File: src/rtl/conv_col_stream.sv
`timescale 1ns/1ps
`default_nettype none
// ============================================================================
//  Module   : conv_col_stream
//  Brief    : Streaming KxK convolution fed one image column per beat, with
//             shift / ReLU / saturation post-processing and a 1-deep output.
//  Revision : 1.0  initial release
// ============================================================================
module conv_col_stream #(
    parameter int DW    = 8,
    parameter int K     = 3,
    parameter int CW    = 4,
    parameter int OW    = 16,
    parameter int SHIFT = 0,
    parameter int RELU  = 0
) (
    input  logic                 clk,
    input  logic                 rst,
    input  logic                 in_valid,
    output logic                 in_ready,
    input  logic [K*DW-1:0]      in_col,
    input  logic                 in_first,
    input  logic                 coef_we,
    input  logic [5:0]           coef_addr,
    input  logic [CW-1:0]        coef_data,
    output logic                 out_valid,
    input  logic                 out_ready,
    output logic signed [OW-1:0] out_pix
);

    localparam int AW = DW + CW + $clog2(K*K) + 1;
    localparam int NW = $clog2(K+1);
    localparam logic [NW-1:0] c_k = NW'(K);

    logic signed [CW-1:0] r_coef [K*K];
    logic signed [AW-1:0] r_psum [K];
    logic [NW-1:0]        r_cnt;

    logic                 w_accept;
    logic                 w_produce;
    logic [NW-1:0]        w_cnt_nxt;
    logic signed [AW-1:0] w_dot      [K];
    logic signed [AW-1:0] w_psum_nxt [K];
    logic signed [AW-1:0] w_shifted;
    logic signed [AW-1:0] w_relu;
    logic signed [OW-1:0] w_sat;

    assign in_ready = !out_valid || out_ready;
    assign w_accept = in_valid && in_ready;

    // Per-column dot products: unsigned pixels against signed coefficients.
    always_comb begin
        for (int c = 0; c < K; c++) begin
            w_dot[c] = '0;
            for (int r = 0; r < K; r++) begin
                w_dot[c] = w_dot[c]
                         + $signed({{(AW-DW){1'b0}}, in_col[r*DW +: DW]})
                         * $signed({{(AW-CW){r_coef[r*K+c][CW-1]}}, r_coef[r*K+c]});
            end
        end
    end

    // A row start drops the carried partial sums so old-row columns never leak in.
    always_comb begin
        w_psum_nxt[0] = w_dot[0];
        for (int c = 1; c < K; c++) begin
            w_psum_nxt[c] = in_first ? w_dot[c] : w_dot[c] + r_psum[c-1];
        end
    end

    assign w_cnt_nxt = in_first       ? NW'(1) :
                       (r_cnt == c_k) ? c_k    : r_cnt + 1'b1;
    assign w_produce = w_accept && (w_cnt_nxt == c_k);

    assign w_shifted = w_psum_nxt[K-1] >>> SHIFT;
    assign w_relu    = ((RELU != 0) && w_shifted[AW-1]) ? '0 : w_shifted;

    generate
        if (AW > OW) begin : g_sat
            localparam logic signed [AW-1:0] c_max = {{(AW-OW+1){1'b0}}, {(OW-1){1'b1}}};
            localparam logic signed [AW-1:0] c_min = {{(AW-OW+1){1'b1}}, {(OW-1){1'b0}}};
            always_comb begin
                if (w_relu > c_max) begin
                    w_sat = c_max[OW-1:0];
                end else if (w_relu < c_min) begin
                    w_sat = c_min[OW-1:0];
                end else begin
                    w_sat = w_relu[OW-1:0];
                end
            end
        end else begin : g_ext
            assign w_sat = OW'(w_relu);
        end
    endgenerate

    always_ff @(posedge clk) begin
        if (rst) begin
            for (int i = 0; i < K*K; i++) begin
                r_coef[i] <= '0;
            end
            for (int c = 0; c < K; c++) begin
                r_psum[c] <= '0;
            end
            r_cnt     <= '0;
            out_valid <= 1'b0;
            out_pix   <= '0;
        end else begin
            for (int i = 0; i < K*K; i++) begin
                if (coef_we && (coef_addr == 6'(i))) begin
                    r_coef[i] <= coef_data;
                end
            end
            if (w_accept) begin
                for (int c = 0; c < K; c++) begin
                    r_psum[c] <= w_psum_nxt[c];
                end
                r_cnt <= w_cnt_nxt;
            end
            if (w_produce) begin
                out_valid <= 1'b1;
                out_pix   <= w_sat;
            end else if (out_ready) begin
                out_valid <= 1'b0;
            end
        end
    end

endmodule
`default_nettype wire
File: config.mk
export PLATFORM = sky130hd
export DESIGN_NAME = conv_col_stream
export DESIGN_NICKNAME = d
export VERILOG_FILES = /design/src/rtl/conv_col_stream.sv
export SDC_FILE = /design/constraint.sdc
export NUM_CORES = 1
export LEC_CHECK = 0
export BUFFER_PORTS_ARGS = -buffer_cell sky130_fd_sc_hd__buf_2
export CAP_MARGIN = 30
export CORE_MARGIN = 4
export CORE_UTILIZATION = 38
export DETAILED_ROUTE_END_ITERATION = 6
export GPL_ROUTABILITY_DRIVEN = 0
export SYNTH_ARGS = -nofsm -noshare
export SYNTH_HDL_FRONTEND = slang
export SYNTH_SLANG_ARGS = --single-unit
File: constraint.sdc
create_clock -name clk -period 10.1 [get_ports clk]
set_clock_uncertainty 0.05 [all_clocks]
set_input_delay 1.01 -clock clk [delete_from_list [all_inputs] [get_ports clk]]
set_output_delay 1.01 -clock clk [all_outputs]
set_load 0.01 [all_outputs]
== Yosys cells after proc, flatten, opt, wreduce, memory -nomap -nowiden ==
Memories as Yosys holds them, arrays and structs flattened.
Cells that the tools add are included.

* $add $sub $neg: 9
* $mul: 9
* Order comparisons: 2
* Eq/ne operators: 10
* Multiplexer cells: 52
* Bitwise operators: 12
* Reductions and logical operators: 15

{| class="wikitable"
|+ Operators with widths
! cell !! number
|-
| 9-bit by 4-bit multiplier with 13-bit output || 9
|-
| 17-bit 2-to-1 mux || 5
|-
| 14-bit by 13-bit adder with 15-bit output || 3
|-
| 13-bit by 13-bit adder with 14-bit output || 3
|-
| 4-bit 2-to-1 mux || 9
|-
| 15-bit by 17-bit adder with 17-bit output || 2
|-
| 1-bit 2-to-1 mux || 34
|-
| 16-bit 2-to-1 mux || 2
|-
| 6-bit by 3-bit equality test with 1-bit output, second input constant || 4
|-
| 17-bit by 16-bit greater-than comparator with 1-bit output, second input constant || 1
|-
| 17-bit by 16-bit less-than comparator with 1-bit output, second input constant || 1
|-
| 6-bit by 2-bit equality test with 1-bit output, second input constant || 2
|-
| 1-bit bitwise OR || 12
|-
| 1-bit logical AND || 11
|-
| 6-bit by 1-bit equality test with 1-bit output, second input constant || 1
|-
| 6-bit by 4-bit equality test with 1-bit output, second input constant || 1
|-
| 6-bit zero test || 1
|-
| 2-bit equality test, second input constant || 2
|-
| 2-bit 2-to-1 mux || 2
|-
| 2-bit by 1-bit adder with 2-bit output, second input constant || 1
|-
| 2-bit nonzero test || 1
|-
| 1-bit zero test || 1
|-
| 1-bit logical OR || 1
|}

* Register bits after elaboration: 19
* RAM bits: 87
* Output and inout port bits: 18
* Memories kept: 2

{| class="wikitable"
|+ Memory list
! name !! words !! bits a word !! rd ports !! clocked after Yosys merged registers in !! write ports !! RTL line !! RTL
|-
| r_psum || 3 || 17 || 2 || 0 || 3 || 36 || <nowiki>logic signed [AW-1:0] r_psum [K];</nowiki>
|-
| r_coef || 9 || 4 || 9 || 0 || 9 || 35 || <nowiki>logic signed [CW-1:0] r_coef [K*K];</nowiki>
|}

== Depth between registers and ports, before layout ==
* Depth in word-level cells: 8
* Mapped depth: 29
* Gate-level depth less buffers: 27

== Least setup slack after synthesis ==
Ideal clock, no wire load.

* Kind: in2reg
* Start: input port in_col[17]
* End: register out_pix[10]
* Library setup time: 0.145 ns
* Arrival: 7.747 ns
* Required time: 9.905 ns
* Path slack: 2.158 ns
* Stages on the path: 28
* Path buffers: 2
* Path through: clkbuf_1 -> and2_1 -> fa_1 -> inv_1 -> fa_1 -> inv_1 -> fa_1 -> fa_1 -> ha_1 -> inv_1 -> fa_1 -> inv_1 -> ha_1 -> fa_1 -> a21oi_1 -> o211ai_1 -> o41ai_1 -> o21a_1 -> xnor2_1 -> ha_1 -> a21o_1 -> a21o_1 -> o311ai_1 -> nand3_2 -> xnor2_4 -> o31ai_4 -> buf_8 -> a221oi_2

* Longest elaborated chain between the ends: 7
* Elaborated cells between the ends (all ways): 8

{| class="wikitable"
|+ RTL lines
! what !! RTL line !! RTL
|-
| from (decl) || 21 || <nowiki>input logic [K*DW-1:0] in_col,</nowiki>
|-
| 9-bit by 4-bit multiplier with 13-bit output * || 58 || <nowiki>* $signed({{(AW-CW){r_coef[r*K+c][CW-1]}}, r_coef[r*K+c]});</nowiki>
|-
| 14-bit by 13-bit adder with 15-bit output * || 57 || <nowiki>+ $signed({{(AW-DW){1'b0}}, in_col[r*DW +: DW]})</nowiki>
|-
| 15-bit by 17-bit adder with 17-bit output || 67 || <nowiki>w_psum_nxt[c] = in_first ? w_dot[c] : w_dot[c] + r_psum[c-1];</nowiki>
|-
| 17-bit 2-to-1 mux * || 67 ||
|-
| 17-bit by 16-bit less-than comparator with 1-bit output || 85 || <nowiki>end else if (w_relu < c_min) begin</nowiki>
|-
| 16-bit 2-to-1 mux || 85 ||
|-
| 16-bit 2-to-1 mux * || 83 || <nowiki>if (w_relu > c_max) begin</nowiki>
|-
| to (signal assigned) || 121 || <nowiki>out_pix <= w_sat;</nowiki>
|-
| to (decl) || 28 || <nowiki>output logic signed [OW-1:0] out_pix</nowiki>
|}

Every way passes the cells marked *; elsewhere a longest branch is shown, timed or not.
A chain may end at the register's enable or synchronous reset.

== Worst setup path after layout ==
* Start: input port in_col[0]
* End: register out_pix[1]

* Longest elaborated chain between the ends: 8
* Elaborated cells between the ends (all ways): 9

{| class="wikitable"
|+ RTL lines
! what !! RTL line
|-
| 9-bit by 4-bit multiplier with 13-bit output * || 58
|-
| 13-bit by 13-bit adder with 14-bit output * || 57
|-
| 14-bit by 13-bit adder with 15-bit output * || 57
|-
| 15-bit by 17-bit adder with 17-bit output || 67
|-
| 17-bit 2-to-1 mux * || 67
|-
| 17-bit by 16-bit less-than comparator with 1-bit output || 85
|-
| 16-bit 2-to-1 mux || 85
|-
| 16-bit 2-to-1 mux * || 83
|}

Marks and branches as above.

==> flow_summary.ini <==
[final_layout]
regArea_um2 = 2420
drive_gt1_frac = 0.0673
nets = 2099
fillers = 3867
multi_input_area_um2 = 11600
area.growth.synth_to_final_pct = 7.02

[drt]
ant_nets = 0
firstDrtPassIters = 5
drt_iter0_markers = 622
wl_um = 40500
wl_per_cell_um = 18.7
dr_total_vias = 11257
drcViolationCount = 0
via_per_inst = 5.21

[clocking]
clkLatencyLatePin_ps = 370
cts_tree = done
path_clk_slew_ps = 70
cts_sinks = 87
h-tree-depth = 3
hold_buffers = 0
ctsResizeCount = 0
clockBufferDepth = 2
cts_root_buf = clkbuf_16
cts_setup_buffers = 0
cts_buffers = 9

[worst_setup_path]
regToRegSetupSlack_ps = 1670
crit_required_ps = 10250
end_kind = register
worstSetupPathType = input pin to register
start_kind = input pin
rr_worst_depth = 27
worstPathMaxFanout = 15
crit_arrival_ps = 8750
reg2reg_to = out_pix[1]
r2r-start = r_coef[1][3]

[worst_hold_path]
hold_path_end = out_pix[8]
hold_path_class = register to register
holdCritStartpoint = out_pix[8]
holdPathStages = 2

[timing]
hold_viol_final = 0
drv_slew = 0
rsz0062_at_grt = false
fin_crit_ps = 8600
setup_tns_ps = 0
fmax_mhz = 116
maxSlewHeadroom = 0.427
tightest_slew_ps = 860
fin_crit_sh = 0.851
finalSetupViolCount = 0

[yosys]
synth_top_cell_area_share = 0.319
ys_seq_area_frac = 0.157
syn_inst = 1605
synth_top_area_cell = fa_1
syn-cell-area_um2 = 15400
synthesis.nets = 2074
ys_seq_elements = 87
ys.flop_type = edfxtp_1
synth_edf_count = 68
yosysUniqueCellTypes = 73
synth.avg_cell_area_um2 = 9.59
async_reset_ff_frac = 0
synth_warnings = 0
synthTopCellsByArea = fa_1, ha_1, edfxtp_1

[global_routing]
grt_pass1_wl_um = 63900
grt_pass1_vias = 11642
overflow = 0
grt_usage = 0.187
antenna_found_initial = 5
grt_max_degree = 63

[floorplan]
die_area_um2 = 43800
io_pins = 58
floorplan.rows = 73
fp.dieH_um = 209
initial_core_util = 0.386
core_area_um2 = 39900
die_w_um = 209

[placement]
io_buffers = 57
dp_hpwl_um = 32900

[job]
cap_violations = 0

[status]
status = finished clean
## registers in the layout, summed over array words and instances, names as in the netlist
name       flops
r_cnt          2
out_valid      1
r_psum        32
r_coef        36
out_pix       16
## cell type report
cell class              instances  area share
flip-flops and latches         87       0.147
well taps                     525      0.0399
inverters                     300      0.0684
diodes                          2    0.000304
clock inverters                 7     0.00433
clock buffers                   9      0.0137
repair buffers                 60      0.0191
multi-input cells            1172       0.707
## cell families after synthesis
kind of cell | after synthesis | synth area share
buf+inv | 346 | 0.0857
flops | 87 | 0.157
mux | 11 | 0.00740
xor+xnor | 57 | 0.0341
compound gates | 198 | 0.0960
fa+ha+maj | 429 | 0.468
simple gates | 477 | 0.151
## placed cells by master (no fill, tap or decap), types with 8 or more instances in the layout
cell / count
mux2i_1: 8
a221oi_2: 11
and2_1: 104
a21oi_1: 53
edfxtp_1: 68
nor2_1: 104
and3_1: 8
fa_1: 245
xnor2_1: 29
nand3_1: 10
nand2b_1: 41
o21ai_0: 19
xor2_1: 26
clkbuf_16: 9
buf_2: 57
a221oi_1: 14
o31ai_1: 9
nand2_1: 169
a21o_1: 22
dfxtp_1: 19
inv_1: 299
nor3_1: 12
ha_1: 184
## cells in the mapped netlist (3+ instances only)
cell	n
inv_1	299
fa_1	245
ha_1	184
nand2_1	169
and2_1	104
nor2_1	104
edfxtp_1	68
a21oi_1	53
nand2b_1	41
clkbuf_1	38
xnor2_1	29
xor2_1	26
a21o_1	22
dfxtp_1	19
o21ai_0	19
a221oi_1	14
nor3_1	12
a221oi_2	11
nand3_1	10
o31ai_1	9
and3_1	8
mux2i_1	8
a31oi_1	7
o21a_1	7
a211oi_1	6
buf_1	5
o211ai_1	5
o21bai_1	5
a41o_1	4
nor2b_1	4
o41ai_1	4
a21boi_0	3
a21oi_2	3
mux2_2	3
nand3b_1	3
nand4_1	3
o31a_1	3
or2_2	3
or3_1	3
## metrics by stage
step	area [um2]	utilization	hold slack (ps)	cells	setup slack (ps)
after global placement	16200	0.405	431	2143	1170
final	16500	0.413	453	2162	1500
after detailed placement	16200	0.405	442	2144	1090
after global routing	16500	0.412	484	2160	1090
after floorplan	15400	-	439	1605	2160
after CTS	16500	0.412	452	2160	1470
## routing by layer
metal	part of all wire	routed length, um	GRT usage
met4	0.034	1390	0.0682
met5	0.00044	18	0
met1	0.41	16500	0.234
met2	0.49	19900	0.322
met3	0.064	2590	0.0366
## critical path, cell delays in order
cell      delay, ps
buf_2           210
nand2b_1        210
fa_1            550
inv_1            50
fa_1            480
fa_1            570
fa_1            420
ha_1            290
inv_1            40
fa_1            470
inv_1            40
ha_1            220
fa_1            460
a21oi_1         210
o211ai_1        140
o41ai_1         560
o21a_1          230
xnor2_1         160
ha_1            330
a21o_1          170
a21o_1          180
o311ai_1        360
nand3_2         180
xnor2_4         180
o31ai_4         760
a221oi_1        220
## how the worst max path moves through the flow
stage | from | to | slack, ps | cells past startpoint
after floorplan | in_col[17] | out_pix[10] | 2160 | 28
after global placement | in_col[0] | out_pix[2] | 1170 | 26
after detailed placement | in_col[0] | out_pix[0] | 1090 | 26
after CTS | in_col[0] | out_pix[1] | 1470 | 26
after global routing | in_col[0] | out_pix[1] | 1090 | 26
final | in_col[0] | out_pix[1] | 1500 | 26
Power is not shown: default switching activity piles up to over one toggle a cycle in this logic, so the estimate is an artifact.
